`config.mk`:
```
export PLATFORM = sky130hd
export DESIGN_NAME = fwd_hazard_unit_flat
export DESIGN_NICKNAME = d
export VERILOG_FILES = /design/src/rtl/fwd_hazard_if.sv /design/src/rtl/fwd_hazard_unit.sv /design/src/flat_wrapper.sv
export SDC_FILE = /design/constraint.sdc
export NUM_CORES = 1
export LEC_CHECK = 0
export ABC_AREA = 1
export BUFFER_PORTS_ARGS = -buffer_cell sky130_fd_sc_hd__buf_2
export CAP_MARGIN = 20
export CORE_MARGIN = 5
export CORE_UTILIZATION = 56
export DETAILED_ROUTE_END_ITERATION = 16
export PLACE_DENSITY = 0.87
export RECOVER_POWER = 25
export SLEW_MARGIN = 25
export SYNTH_ARGS = -nofsm -noshare
export SYNTH_HDL_FRONTEND = slang
export SYNTH_SLANG_ARGS = --single-unit
```
`constraint.sdc`:
```
create_clock -name clk -period 4.6 [get_ports clk]
set_clock_uncertainty 0.2 [all_clocks]
set_input_delay 0.23 -clock clk [delete_from_list [all_inputs] [get_ports clk]]
set_output_delay 0.23 -clock clk [all_outputs]
set_load 0.01 [all_outputs]
```
`src/rtl/fwd_hazard_if.sv`:
```
// fwd_hazard_if: bundles the EX/MEM/WB/ID hazard-unit signals; FWD_HAZARD_STATS_EN adds the stat counters
interface fwd_hazard_if #(
  parameter int XLEN    = 32,
  parameter int NUM_SRC = 2
);
  logic                    flush;
  logic                    ex_stall;
  logic [5*NUM_SRC-1:0]    ex_rs;
  logic [XLEN*NUM_SRC-1:0] ex_rs_data;
  logic [5*NUM_SRC-1:0]    id_rs;
  logic                    id_valid;
  logic [4:0]              ex_rd;
  logic                    ex_regwrite;
  logic                    ex_is_load;
  logic [4:0]              mem_rd;
  logic                    mem_regwrite;
  logic [XLEN-1:0]         mem_result;
  logic [4:0]              wb_rd;
  logic                    wb_regwrite;
  logic [XLEN-1:0]         wb_result;
  logic                    lc_issue;
  logic [4:0]              lc_rd;
  logic                    lc_wb;
  logic [XLEN*NUM_SRC-1:0] fwd_data;
  logic [2*NUM_SRC-1:0]    fwd_sel;
  logic                    stall_id;
  logic                    sb_busy;
`ifdef FWD_HAZARD_STATS_EN
  logic [31:0]             stat_stall_cycles;
  logic [31:0]             stat_fwd_count;
  modport slave (
    input  flush, ex_stall, ex_rs, ex_rs_data, id_rs, id_valid, ex_rd, ex_regwrite, ex_is_load,
           mem_rd, mem_regwrite, mem_result, wb_rd, wb_regwrite, wb_result, lc_issue, lc_rd, lc_wb,
    output fwd_data, fwd_sel, stall_id, sb_busy, stat_stall_cycles, stat_fwd_count
  );
  modport master (
    output flush, ex_stall, ex_rs, ex_rs_data, id_rs, id_valid, ex_rd, ex_regwrite, ex_is_load,
           mem_rd, mem_regwrite, mem_result, wb_rd, wb_regwrite, wb_result, lc_issue, lc_rd, lc_wb,
    input  fwd_data, fwd_sel, stall_id, sb_busy, stat_stall_cycles, stat_fwd_count
  );
`else
  modport slave (
    input  flush, ex_stall, ex_rs, ex_rs_data, id_rs, id_valid, ex_rd, ex_regwrite, ex_is_load,
           mem_rd, mem_regwrite, mem_result, wb_rd, wb_regwrite, wb_result, lc_issue, lc_rd, lc_wb,
    output fwd_data, fwd_sel, stall_id, sb_busy
  );
  modport master (
    output flush, ex_stall, ex_rs, ex_rs_data, id_rs, id_valid, ex_rd, ex_regwrite, ex_is_load,
           mem_rd, mem_regwrite, mem_result, wb_rd, wb_regwrite, wb_result, lc_issue, lc_rd, lc_wb,
    input  fwd_data, fwd_sel, stall_id, sb_busy
  );
`endif
endinterface

```
`src/rtl/fwd_hazard_unit.sv`:
```
// fwd_hazard_unit: MEM/WB operand forwarding, hold registers, load-use and mul/div scoreboard stalls; FWD_HAZARD_STATS_EN adds stall/forward counters
module fwd_hazard_unit #(
  parameter int XLEN    = 32,
  parameter int NUM_SRC = 2,
  parameter int NREG    = 32
) (
  input logic            clk,
  input logic            rst_n,
  fwd_hazard_if.slave    bus
);
  localparam logic [NREG-1:0] X0_MASK = {{(NREG-1){1'b1}}, 1'b0};
  logic [NREG-1:0]         r_pending;
  logic [NUM_SRC-1:0]      r_hold_vld;
  logic [XLEN-1:0]         r_hold [NUM_SRC];
  logic [31:0]             w_pend;
  logic [31:0]             w_set;
  logic [31:0]             w_clr;
  logic [NUM_SRC-1:0]      w_mem_hit;
  logic [NUM_SRC-1:0]      w_wb_hit;
  logic [NUM_SRC-1:0]      w_cap;
  logic [2*NUM_SRC-1:0]    w_sel;
  logic [XLEN*NUM_SRC-1:0] w_data;
  logic                    w_lu;
  logic                    w_raw;
  logic                    w_waw;
  logic                    w_stall;

  assign w_pend = 32'(r_pending & X0_MASK);

  for (genvar i = 0; i < NUM_SRC; i++) begin : g_op
    logic [4:0] w_rs;
    assign w_rs         = bus.ex_rs[5*i +: 5];
    assign w_mem_hit[i] = bus.mem_regwrite && bus.mem_rd != 5'd0 && bus.mem_rd == w_rs;
    assign w_wb_hit[i]  = bus.wb_regwrite && bus.wb_rd != 5'd0 && bus.wb_rd == w_rs;
    assign w_cap[i]     = bus.ex_stall && w_wb_hit[i] && !w_mem_hit[i];
    assign w_sel[2*i +: 2] = w_mem_hit[i] ? 2'd1 :
                             w_wb_hit[i] ? 2'd2 :
                             (r_hold_vld[i] && w_rs != 5'd0) ? 2'd3 : 2'd0;
    assign w_data[XLEN*i +: XLEN] = w_mem_hit[i] ? bus.mem_result :
                                    w_wb_hit[i] ? bus.wb_result :
                                    (r_hold_vld[i] && w_rs != 5'd0) ? r_hold[i] :
                                    bus.ex_rs_data[XLEN*i +: XLEN];
  end

  assign bus.fwd_sel  = w_sel;
  assign bus.fwd_data = w_data;

  // ID-side hazards: load-use against EX, RAW against outstanding mul/div results
  always_comb begin
    w_lu  = 1'b0;
    w_raw = 1'b0;
    for (int k = 0; k < NUM_SRC; k++) begin
      w_lu  = w_lu | (bus.id_valid && bus.ex_regwrite && bus.ex_is_load && bus.ex_rd != 5'd0 &&
                      bus.ex_rd == bus.id_rs[5*k +: 5]);
      w_raw = w_raw | (bus.id_valid && w_pend[bus.id_rs[5*k +: 5]]);
    end
  end

  assign w_waw        = bus.lc_issue && w_pend[bus.lc_rd];
  assign w_stall      = w_lu || w_raw || w_waw;
  assign w_set        = (bus.lc_issue && !w_stall) ? 32'd1 << bus.lc_rd : 32'd0;
  assign w_clr        = (bus.wb_regwrite && bus.lc_wb) ? 32'd1 << bus.wb_rd : 32'd0;
  assign bus.stall_id = w_stall;
  assign bus.sb_busy  = |r_pending;

  // scoreboard: set on mul/div issue, clear on its writeback, set wins on collision; x0 never tracked
  always_ff @(posedge clk or negedge rst_n)
    if (!rst_n) r_pending <= '0;
    else r_pending <= ((r_pending & ~w_clr[NREG-1:0]) | w_set[NREG-1:0]) & X0_MASK;

  // hold registers: keep a WB value that retires while EX is frozen; dropped on unfreeze or flush
  always_ff @(posedge clk or negedge rst_n)
    if (!rst_n) begin
      r_hold_vld <= '0;
      for (int k = 0; k < NUM_SRC; k++) r_hold[k] <= '0;
    end else begin
      for (int k = 0; k < NUM_SRC; k++)
        if (bus.flush || !bus.ex_stall) r_hold_vld[k] <= 1'b0;
        else if (w_cap[k]) begin
          r_hold_vld[k] <= 1'b1;
          r_hold[k]     <= bus.wb_result;
        end
    end

`ifdef FWD_HAZARD_STATS_EN
  logic [31:0] r_stall_cnt;
  logic [31:0] r_fwd_cnt;
  logic [32:0] w_fwd_sum;

  // forwarded-operand total for this cycle, widened so saturation can be detected
  always_comb begin
    w_fwd_sum = {1'b0, r_fwd_cnt};
    for (int k = 0; k < NUM_SRC; k++)
      w_fwd_sum = w_fwd_sum + 33'(!bus.ex_stall && w_sel[2*k +: 2] != 2'd0);
  end

  // saturating statistics counters
  always_ff @(posedge clk or negedge rst_n)
    if (!rst_n) begin
      r_stall_cnt <= '0;
      r_fwd_cnt   <= '0;
    end else begin
      if (w_stall && r_stall_cnt != '1) r_stall_cnt <= r_stall_cnt + 32'd1;
      r_fwd_cnt <= w_fwd_sum[32] ? '1 : w_fwd_sum[31:0];
    end

  assign bus.stat_stall_cycles = r_stall_cnt;
  assign bus.stat_fwd_count    = r_fwd_cnt;
`endif
endmodule

```
`src/flat_wrapper.sv`:
```
// flat-port wrapper written by rule: the top's interface ports become plain ports
module fwd_hazard_unit_flat 
#(
  parameter int XLEN    = 32,
  parameter int NUM_SRC = 2,
  parameter int NREG    = 32
)
  (clk, rst_n, bus_flush, bus_ex_stall, bus_ex_rs, bus_ex_rs_data, bus_id_rs, bus_id_valid, bus_ex_rd, bus_ex_regwrite, bus_ex_is_load, bus_mem_rd, bus_mem_regwrite, bus_mem_result, bus_wb_rd, bus_wb_regwrite, bus_wb_result, bus_lc_issue, bus_lc_rd, bus_lc_wb, bus_fwd_data, bus_fwd_sel, bus_stall_id, bus_sb_busy);
  fwd_hazard_if #(.XLEN(XLEN), .NUM_SRC(NUM_SRC)) bus_i ();
  input logic clk;
  input logic rst_n;
  input wire logic [$bits(bus_i.flush)-1:0] bus_flush;
  input wire logic [$bits(bus_i.ex_stall)-1:0] bus_ex_stall;
  input wire logic [$bits(bus_i.ex_rs)-1:0] bus_ex_rs;
  input wire logic [$bits(bus_i.ex_rs_data)-1:0] bus_ex_rs_data;
  input wire logic [$bits(bus_i.id_rs)-1:0] bus_id_rs;
  input wire logic [$bits(bus_i.id_valid)-1:0] bus_id_valid;
  input wire logic [$bits(bus_i.ex_rd)-1:0] bus_ex_rd;
  input wire logic [$bits(bus_i.ex_regwrite)-1:0] bus_ex_regwrite;
  input wire logic [$bits(bus_i.ex_is_load)-1:0] bus_ex_is_load;
  input wire logic [$bits(bus_i.mem_rd)-1:0] bus_mem_rd;
  input wire logic [$bits(bus_i.mem_regwrite)-1:0] bus_mem_regwrite;
  input wire logic [$bits(bus_i.mem_result)-1:0] bus_mem_result;
  input wire logic [$bits(bus_i.wb_rd)-1:0] bus_wb_rd;
  input wire logic [$bits(bus_i.wb_regwrite)-1:0] bus_wb_regwrite;
  input wire logic [$bits(bus_i.wb_result)-1:0] bus_wb_result;
  input wire logic [$bits(bus_i.lc_issue)-1:0] bus_lc_issue;
  input wire logic [$bits(bus_i.lc_rd)-1:0] bus_lc_rd;
  input wire logic [$bits(bus_i.lc_wb)-1:0] bus_lc_wb;
  output wire logic [$bits(bus_i.fwd_data)-1:0] bus_fwd_data;
  output wire logic [$bits(bus_i.fwd_sel)-1:0] bus_fwd_sel;
  output wire logic [$bits(bus_i.stall_id)-1:0] bus_stall_id;
  output wire logic [$bits(bus_i.sb_busy)-1:0] bus_sb_busy;
  assign bus_i.flush = bus_flush;
  assign bus_i.ex_stall = bus_ex_stall;
  assign bus_i.ex_rs = bus_ex_rs;
  assign bus_i.ex_rs_data = bus_ex_rs_data;
  assign bus_i.id_rs = bus_id_rs;
  assign bus_i.id_valid = bus_id_valid;
  assign bus_i.ex_rd = bus_ex_rd;
  assign bus_i.ex_regwrite = bus_ex_regwrite;
  assign bus_i.ex_is_load = bus_ex_is_load;
  assign bus_i.mem_rd = bus_mem_rd;
  assign bus_i.mem_regwrite = bus_mem_regwrite;
  assign bus_i.mem_result = bus_mem_result;
  assign bus_i.wb_rd = bus_wb_rd;
  assign bus_i.wb_regwrite = bus_wb_regwrite;
  assign bus_i.wb_result = bus_wb_result;
  assign bus_i.lc_issue = bus_lc_issue;
  assign bus_i.lc_rd = bus_lc_rd;
  assign bus_i.lc_wb = bus_lc_wb;
  assign bus_fwd_data = bus_i.fwd_data;
  assign bus_fwd_sel = bus_i.fwd_sel;
  assign bus_stall_id = bus_i.stall_id;
  assign bus_sb_busy = bus_i.sb_busy;
  fwd_hazard_unit #(.XLEN(XLEN), .NUM_SRC(NUM_SRC), .NREG(NREG)) u_core (.clk(clk), .rst_n(rst_n), .bus(bus_i));
endmodule
```
==> reports/qor.txt, run 1 <==
Status - finished with violations
Failing checks - max-capacitance violations, max-slew violations
Clk_lat worst skew - 0.34 ns
Synth Area in Simple Gates - 0.395
CP Class - in2out
Pwr Density - 282 nW/um^2
Wire length per cell - 16.5 um
Post-Syn Nets - 1381
Post-synthesis mux area share - 0
Die Span Y - 125 um
Max VDD drop - 0.000188 V
TNS Setup - 0 ns
Worst setup SP type - primary input
Clock slew at reported path FFs - 0.07 ns
Post-CTS sizing - 0
Switching Power - 932 uW
Area Growth Syn to Fin - 24.5%
Crit path DAT - 2.76 ns
Number of I/O pins - 249
RSZ-0062 raised after global routing - false
CP required - 4.17 ns
Die span in x - 125 um
Final Cycle Share - 0.694
Antenna Cells - 0
Yosys cell types - 31
Post-route DRC - 0
R2R setup slack - 2.50 ns
Post-route ant nets - 0
Main combinational cell family by area after synthesis - simple AND/OR/NAND/NOR gates
# fillers - 1153
Synth top area share - 0.326
Via count - 9220
Switching Fraction - 0.357
Longest Clk Path Bufs - 2
Post-synthesis sequential area ratio - 0.326
Pin count of the biggest net entering global routing - 66
Reg power frac - 0.441
Worst R2R Start - u_core.r_pending[24]
Fmax - 0.313 GHz
WHS Endpoint - u_core.r_hold[58]
CP Capture Type - output port
Minimum clock period - 3.19 ns
Vias in the first global route - 8563
MaxCap Viol Count - 1
Dpl hpwl - 18.8 mm
Internal power - 1.68 mW
Largest area contributor in the netlist - dfrtp_1
Gr ovfl total - 0
Num rows - 42
Final net count - 1606
Core Footprint - 13100 um^2
Root Buffer - clkbuf_16
Clock sinks - 97
Yosys warnings - 0
Slew headroom - -0.0967
Final instance area - 9250 um^2
Post-DP Area - 8630 um^2
Vias/cell - 5.73
Detailed Routing Iterations Pass 1 - 6
Final core occ - 0.704
Hold buffer count at CTS - 33
Initial antenna violation count - 0
H-tree levels - 3
Final Max Tran Viols - 65
Combinational share of power - 0.275
GRT Overall Usage - 0.324
Synth top area cells - dfrtp_1, nand2_1, nand3_1
Synth Area in Compound Gates - 0.159
Finish-stage setup viols - 0
Hold path cells - 3
CTS tree - yes
Reg2reg path depth - 12
Slew @ Worst Pin - 1.65 ns
Hold Startpoint - bus_wb_result[26]
Mean Syn Cell Area - 6.19 um^2
Final hold violations - 0
Share of cells above drive strength 1 - 0.203
Synth Cell Area - 7430 um^2
Post-Synth XOR/XNOR Area - 0.0295
Num CTS Buffers - 9
Yosys reg bits - 97
RR Endpoint - u_core.r_pending[2]
Mapped Cells - 1202
Port bufs - 248
First-pass GRT wire length - 42.3 mm
Postcts setup bufs - 0
Lkg Pwr - 4.84 nW
Adder-Cell Fraction of Synth Area - 0
Initial DRC Count - 1146
Crit-path max FO - 36
Clk network pwr share - 0.284
Min-Delay Path Class - in2reg
Routed wire length - 26.5 mm
Initial core utilization - 0.566
Full die area - 15700 um^2
GPL Wtd Cong - 0.961
-- power groups by stage --
stage / registers, mW / logic, mW / clock network (mW)
after floorplan: 1.09 / 0.448 / 0
after global placement: 1.15 / 0.669 / 0
after detailed placement: 1.15 / 0.689 / 0
after CTS: 1.14 / 0.713 / 0.742
after global routing: 1.16 / 0.811 / 0.780
final: 1.15 / 0.719 / 0.742
-- layout make-up --
| class | count | area [um^2] | share of cell area |
|---|---|---|---|
| multi-input cells | 942 | 4350 | 0.470 |
| inverters | 87 | 328 | 0.0354 |
| clock buffers | 10 | 239 | 0.0258 |
| clock inverters | 6 | 50.0 | 0.00541 |
| flip-flops and latches | 97 | 2430 | 0.262 |
| repair buffers | 290 | 1640 | 0.177 |
| well taps | 176 | 220 | 0.0238 |
-- sequential cells by signal (all words and copies together), names as in the netlist --
register and cells:
u_core.r_hold 64, u_core.r_pending 31, u_core.r_hold_vld 2
-- cell usage after synthesis (all sizes together) --
cell type / instances
buf: 43
o21ai: 109
nand3: 118
dfrtp: 97
nor2: 112
nand2: 436
inv: 86
xnor2: 16
xor2: 9
or2: 3
a21o: 1
clkbuf: 33
a21oi: 67
a31oi: 1
a41oi: 32
nand3b: 1
clkinv: 1
nor3: 11
nor4: 11
nand4: 15
-- critical path: stages --
cell     delay [ns]
buf_2          0.16
inv_1          0.20
nand3_1        0.14
o21ai_2        0.26
nor3_4         0.08
buf_4          0.28
nor2_2         0.62
buf_4          0.37
nand2_1        0.09
a21oi_1        0.17
buf_2          0.16
-- cells by family (layout without fill, tap and decap cells) --
kind of cell | count (synthesis) | after routing
flops | 97 | 97
xor+xnor | 25 | 25
simple gates | 707 | 707
buf+inv | 163 | 393
compound gates | 210 | 210
-- worst max path at each step --
stage            startpoint                to  slack (ns)  cells past startpoint
2_1_floorplan  bus_wb_rd[1]  bus_fwd_data[10]        2.48                      9
3_3_place_gp   bus_wb_rd[3]  bus_fwd_data[52]        1.51                     11
3_5_place_dp   bus_wb_rd[3]  bus_fwd_data[52]        1.48                     11
4_1_cts        bus_wb_rd[3]  bus_fwd_data[52]        1.47                     11
5_1_grt        bus_wb_rd[3]  bus_fwd_data[45]        1.26                     11
6_report       bus_wb_rd[3]  bus_fwd_data[45]        1.41                     11
-- cells in the final DEF (no fill, tap or decap), types with 2 or more instances in the layout --
master and count:
a21oi_1 66, a41oi_1 32, buf_2 247, buf_4 9
clkbuf_16 9, clkinv_2 2, clkinv_4 2, dfrtp_1 97
dlygate4sd3_1 33, inv_1 82, inv_2 3, nand2_1 434
nand3_1 118, nand4_1 14, nor2_1 108, nor2_2 4
nor3_1 9, nor3_4 2, nor4_1 11, o21ai_0 44
o21ai_1 64, or2_2 3, xnor2_1 16, xor2_1 9
-- layer usage --
metal,track usage,routed length (um),vias to the layer above
met5,0,0,-
met4,0.120,917,0
met3,0.0687,2800,94
met2,0.514,11900,569
met1,0.441,10900,4171
li1,-,-,4386
-- per-stage QoR --
stage / hold slack (ns) / std cells / worst slack (ns) / total power, mW
after floorplan: -0.266 / 1202 / 2.48 / 1.54
after global placement: 0.172 / 1559 / 1.51 / 1.82
after detailed placement: 0.174 / 1559 / 1.48 / 1.84
after CTS: 0.0218 / 1608 / 1.47 / 2.59
after global routing: 0.0355 / 1608 / 1.26 / 2.76
final: 0.0399 / 1608 / 1.41 / 2.61
(Power assumes the default switching activity.)
==> run 2: changes to the inputs <==
--- a/config.mk
+++ b/config.mk
@@ -9,9 +9,9 @@
 export BUFFER_PORTS_ARGS = -buffer_cell sky130_fd_sc_hd__buf_2
 export CAP_MARGIN = 20
 export CORE_MARGIN = 5
-export CORE_UTILIZATION = 56
+export CORE_UTILIZATION = 52
 export DETAILED_ROUTE_END_ITERATION = 16
-export PLACE_DENSITY = 0.87
+export PLACE_DENSITY = 0.82
 export RECOVER_POWER = 25
 export SLEW_MARGIN = 25
 export SYNTH_ARGS = -nofsm -noshare
==> constraint.sdc (replaced) <==
create_clock -name clk -period 3 [get_ports clk]
set_clock_uncertainty 0.2 [all_clocks]
set_input_delay 0.15 -clock clk [delete_from_list [all_inputs] [get_ports clk]]
set_output_delay 0.15 -clock clk [all_outputs]
set_load 0.01 [all_outputs]
==> run 2 against run 1 <==
The flow now finishes without violations. First-iteration DRC count down 12%. Flip-flop and latch count unchanged. Via count down 1.6%. Highest routed layer unchanged.
==> reports/qor.txt, run 2 (synthesized netlist as in run 1, its figures left out) <==
Number of I/O pins - 249 (unchanged)
MaxCap Viol Count - 0 (-1)
Final setup margin - 0.524 ns (-0.882 ns)
Crit-path max FO - 32 (-11%)
Post-route DRC - 0 (unchanged)
Reg power frac - 0.443 (+0.002)
CP required - 2.65 ns (-1.52 ns)
Lkg Pwr - 4.90 nW (+1.2%)
Combinational share of power - 0.279 (+0.004)
Final net count - 1616 (+0.62%)
Clk_lat worst skew - 0.34 ns (about the same)
Vias/cell - 5.59 (-2.5%)
Register area - 2430 um^2 (unchanged)
Clock sinks - 97 (unchanged)
Max VDD drop - 0.000356 V (+90%)
Final Cycle Share - 0.825
Initial core utilization - 0.534 (-0.0324)
TNS Setup - 0 ns (unchanged)
Clk network pwr share - 0.278 (-0.006)
Switching Fraction - 0.348 (-0.00839)
Port bufs - 248 (unchanged)
Vias in the first global route - 8324 (-2.8%)
CP Capture Type - output port
Initial DRC Count - 1006 (-12%)
Final Max Tran Viols - 0 (-100%)
Clock slew at reported path FFs - 0.07 ns (about the same)
Overall Power - 3.96 mW (+52%)
Root Buffer - clkbuf_16
Area Growth Syn to Fin - 26.1%
Longest Clk Path Bufs - 2 (unchanged)
Slew headroom - 0.189 (+0.286)
Minimum clock period - 2.48 ns
Worst setup SP type - flip-flop
Num rows - 43 (+2.4%)
Die Span Y - 130 um (+3.5%)
Num CTS Buffers - 9 (unchanged)
Post-route ant nets - 0 (unchanged)
Switching Power - 1.38 mW (+48%)
Min-Delay Path Class - in2reg
Commonest non-fill, non-tap cell in the layout - nand2_1
WHS - 0.0304 ns (-0.00947 ns)
Placed insts - 1571 (+0.77%)
Dpl hpwl - 18.5 mm (-1.6%)
Pin count of the biggest net entering global routing - 65 (-1.5%)
GRT Overall Usage - 0.294 (-0.0306)
Area occupied by multi-input gates - 4350 um^2 (-0.11%)
Initial antenna violation count - 1 (+1)
Gr ovfl total - 0 (unchanged)
Status - finished, final reports clean
Internal power - 2.58 mW (+54%)
Crit path DAT - 2.13 ns (-0.63 ns)
CP Class - reg2out
Most frequent cells in the layout - nand2_1, buf_2, nand3_1
Final core occ - 0.673 (-0.0318)
Finish-stage setup viols - 0 (unchanged)
Final hold violations - 0 (unchanged)
Postcts setup bufs - 0 (unchanged)
Share of cells above drive strength 1 - 0.206 (+0.00275)
Routed wire length - 25.8 mm (-2.6%)
H-tree levels - 3 (unchanged)
First-pass GRT wire length - 40.3 mm (-4.7%)
Final instance area - 9370 um^2 (+1.3%)
Detailed Routing Iterations Pass 1 - 7 (+1)
Fmax - 0.404 GHz
Die span in x - 130 um (+3.5%)
Slew @ Worst Pin - 1.22 ns (-0.429 ns)
Via count - 9069 (-1.6%)
# fillers - 1282 (+11%)
Pre-CTS WS - 0.575 ns (-0.901 ns)
CTS tree - yes
Number of flip-flops in the largest register - 64 (unchanged)
Pwr Density - 423 nW/um^2 (+50%)
Full die area - 16800 um^2 (+7.1%)
Core Footprint - 13900 um^2 (+6.1%)
Biggest register - u_core.r_hold
GPL Wtd Cong - 0.925 (-3.8%)
Post-DP Area - 8750 um^2 (+1.3%)
Wire length per cell - 15.9 um (-3.5%)
Non-Filler Instances - 1623 (+0.93%)
Largest registers - u_core.r_hold: 64 flops, u_core.r_pending: 31 flops, u_core.r_hold_vld: 2 flops
RSZ-0062 raised after global routing - false
## run 2: worst paths after layout
path | from | end | slack (ns) | cells after the start
max in group asynchronous | rst_n | u_core.r_hold[49] | 1.20 | 4
setup / recovery | u_core.r_pending[23] | bus_stall_id | 0.52 | 12
min in group asynchronous | rst_n | u_core.r_pending[14] | 0.39 | 2
hold reg to reg | u_core.r_hold[55] | u_core.r_hold[55] | 0.29 | 2
hold / removal | bus_wb_rd[1] | u_core.r_pending[23] | 0.03 | 4
setup reg to reg | u_core.r_pending[23] | u_core.r_pending[26] | 0.95 | 12
## run 2: worst max-delay path: stages (launching register included)
cell	delay [ns]
dfrtp_1	0.45
nand2_1	0.09
o21ai_0	0.11
nand2_1	0.10
nand3_1	0.08
nand3_1	0.08
nand3_1	0.06
nand3_1	0.07
nand2_1	0.08
nor2_1	0.12
buf_4	0.32
inv_1	0.08
buf_2	0.15
## run 2: per-layer routing
metal | share of wire | track usage
met5 | 0 | 0
met3 | 0.096 | 0.0523
met2 | 0.47 | 0.479
met4 | 0.023 | 0.0941
met1 | 0.41 | 0.399
## run 2: final cells by class
type                            count  area share
Clock inverter                      5     0.00387
Sequential cell                    97       0.259
Inverter                           87      0.0348
Multi-Input combinational cell    942       0.464
Clock buffer                       11      0.0259
Timing Repair Buffer              300       0.188
Tap cell                          180      0.0240
Antenna cell                        1    0.000267
## run 2: power groups by stage
stage	clock network, mW	logic [mW]	registers (mW)
floorplan	0	0.687	1.67
global placement	0	1.03	1.76
detailed placement	0	1.06	1.76
CTS	1.11	1.10	1.74
global route	1.16	1.25	1.77
finish	1.10	1.11	1.75
## run 2: what timing repair did
action,CTS,global route
endpoints found under the hold margin,109,0
gates resized for setup,0,0
endpoints found under the setup margin,0,0
hold buffers,35,0
==> run 3: changes to the inputs <==
==> constraint.sdc (replaced) <==
create_clock -name clk -period 2.3 [get_ports clk]
set_clock_uncertainty 0.2 [all_clocks]
set_input_delay 0.115 -clock clk [delete_from_list [all_inputs] [get_ports clk]]
set_output_delay 0.115 -clock clk [all_outputs]
set_load 0.01 [all_outputs]
==> run 3 against run 2 <==
Clock-buffer cell count decreased by 2. Wire length increased by 1.4%. First-iteration DRC count decreased by 0.89%. Die area unchanged. Critical path depth increased by 1. Sequential share of layout area decreased by 0.93 points. Final area increased by 4.0%. Largest power group unchanged. Global-route usage increased by 0.80 points. Worst hold slack improved by 0.017 ns. Sequential power increased by 31%. Core utilization increased by 2.7 points.
==> reports/qor.txt, run 3 (synthesized netlist as in run 1, its figures left out) <==
CP Capture Type - output port
Finish-stage setup viols - 0 (unchanged)
Final instance area - 9750 um^2 (+4.0%)
First-pass GRT wire length - 41.5 mm (+3.0%)
Final core occ - 0.700 (+0.0271)
Die Span Y - 130 um (unchanged)
Max VDD drop - 0.000386 V (+8.5%)
Final hold violations - 0 (unchanged)
Longest Clk Path Bufs - 2 (unchanged)
Initial core utilization - 0.534 (unchanged)
Status - finished, final reports clean
H-tree levels - 3 (unchanged)
Switching Power - 1.87 mW (+36%)
Port bufs - 248 (unchanged)
Final Cycle Share - 0.964
Root Buffer - clkbuf_16
TNS Setup - 0 ns (unchanged)
Placed insts - 1588 (+1.1%)
Clk_lat worst skew - 0.35 ns (about the same)
CP Class - reg2out
Slowest cell on crit path - dfrtp_2
Overall Power - 5.31 mW (+34%)
Number of I/O pins - 249 (unchanged)
Slew @ Worst Pin - 1.19 ns (-0.0289 ns)
Worst setup SP type - flip-flop
Post-route DRC - 0 (unchanged)
Biggest register - u_core.r_hold
Initial DRC Count - 997 (-0.89%)
Clock slew at reported path FFs - 0.07 ns (about the same)
Initial antenna violation count - 1 (unchanged)
CP required - 1.99 ns (-0.66 ns)
Pre-CTS WS - 0.193 ns (-0.382 ns)
Clock sinks - 97 (unchanged)
Switching Fraction - 0.353 (+0.00421)
Share of cells above drive strength 1 - 0.231 (+0.0255)
CTS tree - yes
Crit-path max FO - 4 (-88%)
Fmax - 0.451 GHz
Lkg Pwr - 5.07 nW (+3.5%)
Die span in x - 130 um (unchanged)
Area Growth Syn to Fin - 31.1%
RSZ-0062 raised after global routing - true
Gr ovfl total - 0 (unchanged)
Slew headroom - 0.208 (+0.0193)
Wire length per cell - 15.8 um (-0.25%)
Final net count - 1643 (+1.7%)
Routed wire length - 26.1 mm (+1.4%)
GPL Wtd Cong - 0.943 (+1.9%)
Number of flip-flops in the largest register - 64 (unchanged)
Min-Delay Path Class - in2reg
GRT Overall Usage - 0.302 (+0.00800)
Final setup margin - 0.0818 ns (-0.442 ns)
MaxCap Viol Count - 0 (unchanged)
Minimum clock period - 2.22 ns
WHS - 0.0473 ns (+0.0168 ns)
Vias/cell - 5.59 (about the same)
Commonest non-fill, non-tap cell in the layout - nand2_1
Vias in the first global route - 8628 (+3.7%)
Crit path DAT - 1.90 ns (-0.23 ns)
Final Max Tran Viols - 0 (unchanged)
Num rows - 43 (unchanged)
Detailed Routing Iterations Pass 1 - 5 (-2)
Post-DP Area - 8990 um^2 (+2.7%)
Post-route ant nets - 0 (unchanged)
Clk network pwr share - 0.275 (-0.003)
Num CTS Buffers - 9 (unchanged)
Pwr Density - 544 nW/um^2 (+29%)
Internal power - 3.43 mW (+33%)
Full die area - 16800 um^2 (unchanged)
Non-Filler Instances - 1650 (+1.7%)
Crit path cell chain - buf_4, nand2_1, nand3_1, nand3_1, nand2_1, nand2_1, nand3_1, nand3_1, nand2_1, nor2_4, buf_12, inv_1, buf_2
Core Footprint - 13900 um^2 (unchanged)
Reg power frac - 0.434 (-0.009)
Most frequent cells in the layout - nand2_1, buf_2, nand3_1
Pin count of the biggest net entering global routing - 68 (+4.6%)
Largest registers - u_core.r_hold: 64 flops, u_core.r_pending: 31 flops, u_core.r_hold_vld: 2 flops
Crit-path max cell delay - 0.45 ns (about the same)
Combinational share of power - 0.292 (+0.013)
Via count - 9229 (+1.8%)
Dpl hpwl - 18.8 mm (+1.6%)
run 3: what timing repair did:
| item | 4_1_cts | 5_1_grt |
|---|---|---|
| pin swaps | 0 | 2 |
| setup buffers | 0 | 7 |
| gates cloned | 1 | 0 |
| hold buffers | 37 | 0 |
| endpoints found under the hold margin | 164 | 0 |
| resized for setup | 2 | 17 |
| endpoints found under the setup margin | 1 | 2 |
run 3: path summary, 6_finish.rpt:
path,startpoint,end,slack (ns),cells after the start
setup / recovery,u_core.r_pending[8],bus_stall_id,0.08,13
hold / removal,bus_wb_rd[2],u_core.r_pending[24],0.05,5
setup reg to reg,u_core.r_pending[8],u_core.r_pending[17],0.17,14
hold reg to reg,u_core.r_hold[11],u_core.r_hold[11],0.29,2
max in group asynchronous,rst_n,u_core.r_pending[23],0.37,3
min in group asynchronous,rst_n,u_core.r_hold[61],0.41,3
run 3: per-layer routing:
| layer | wire [um] | vias to the layer above | GRT usage |
|---|---|---|---|
| li1 | - | 4462 | - |
| met1 | 10500 | 4241 | 0.403 |
| met2 | 12500 | 472 | 0.492 |
| met3 | 2510 | 54 | 0.0577 |
| met4 | 582 | 0 | 0.108 |
| met5 | 0 | - | 0 |
run 3: final cells by class:
| class | instances | area (um^2) |
|---|---|---|
| multi-input cells | 942 | 4380 |
| fillers | 1177 | 4190 |
| flip-flops and latches | 97 | 2430 |
| repair buffers | 327 | 2100 |
| inverters | 87 | 327 |
| clock buffers | 9 | 225 |
| well taps | 180 | 225 |
| clock inverters | 7 | 61.3 |
| diodes | 1 | 2.50 |
run 3: critical path: cells and delay by family (launching register included):
family / cells / cell delay [ns]
buffers and inverters: 4 / 0.42
flip-flops: 1 / 0.45
AND/OR/NAND/NOR: 9 / 0.69
run 3: power groups by stage:
stage / Clock [mW] / Combinational, mW / Sequential (mW)
2_1_floorplan: 0 / 0.896 / 2.18
3_3_place_gp: 0 / 1.39 / 2.30
3_5_place_dp: 0 / 1.42 / 2.30
4_1_cts: 1.47 / 1.50 / 2.27
5_1_grt: 1.55 / 1.75 / 2.33
6_report: 1.46 / 1.55 / 2.30
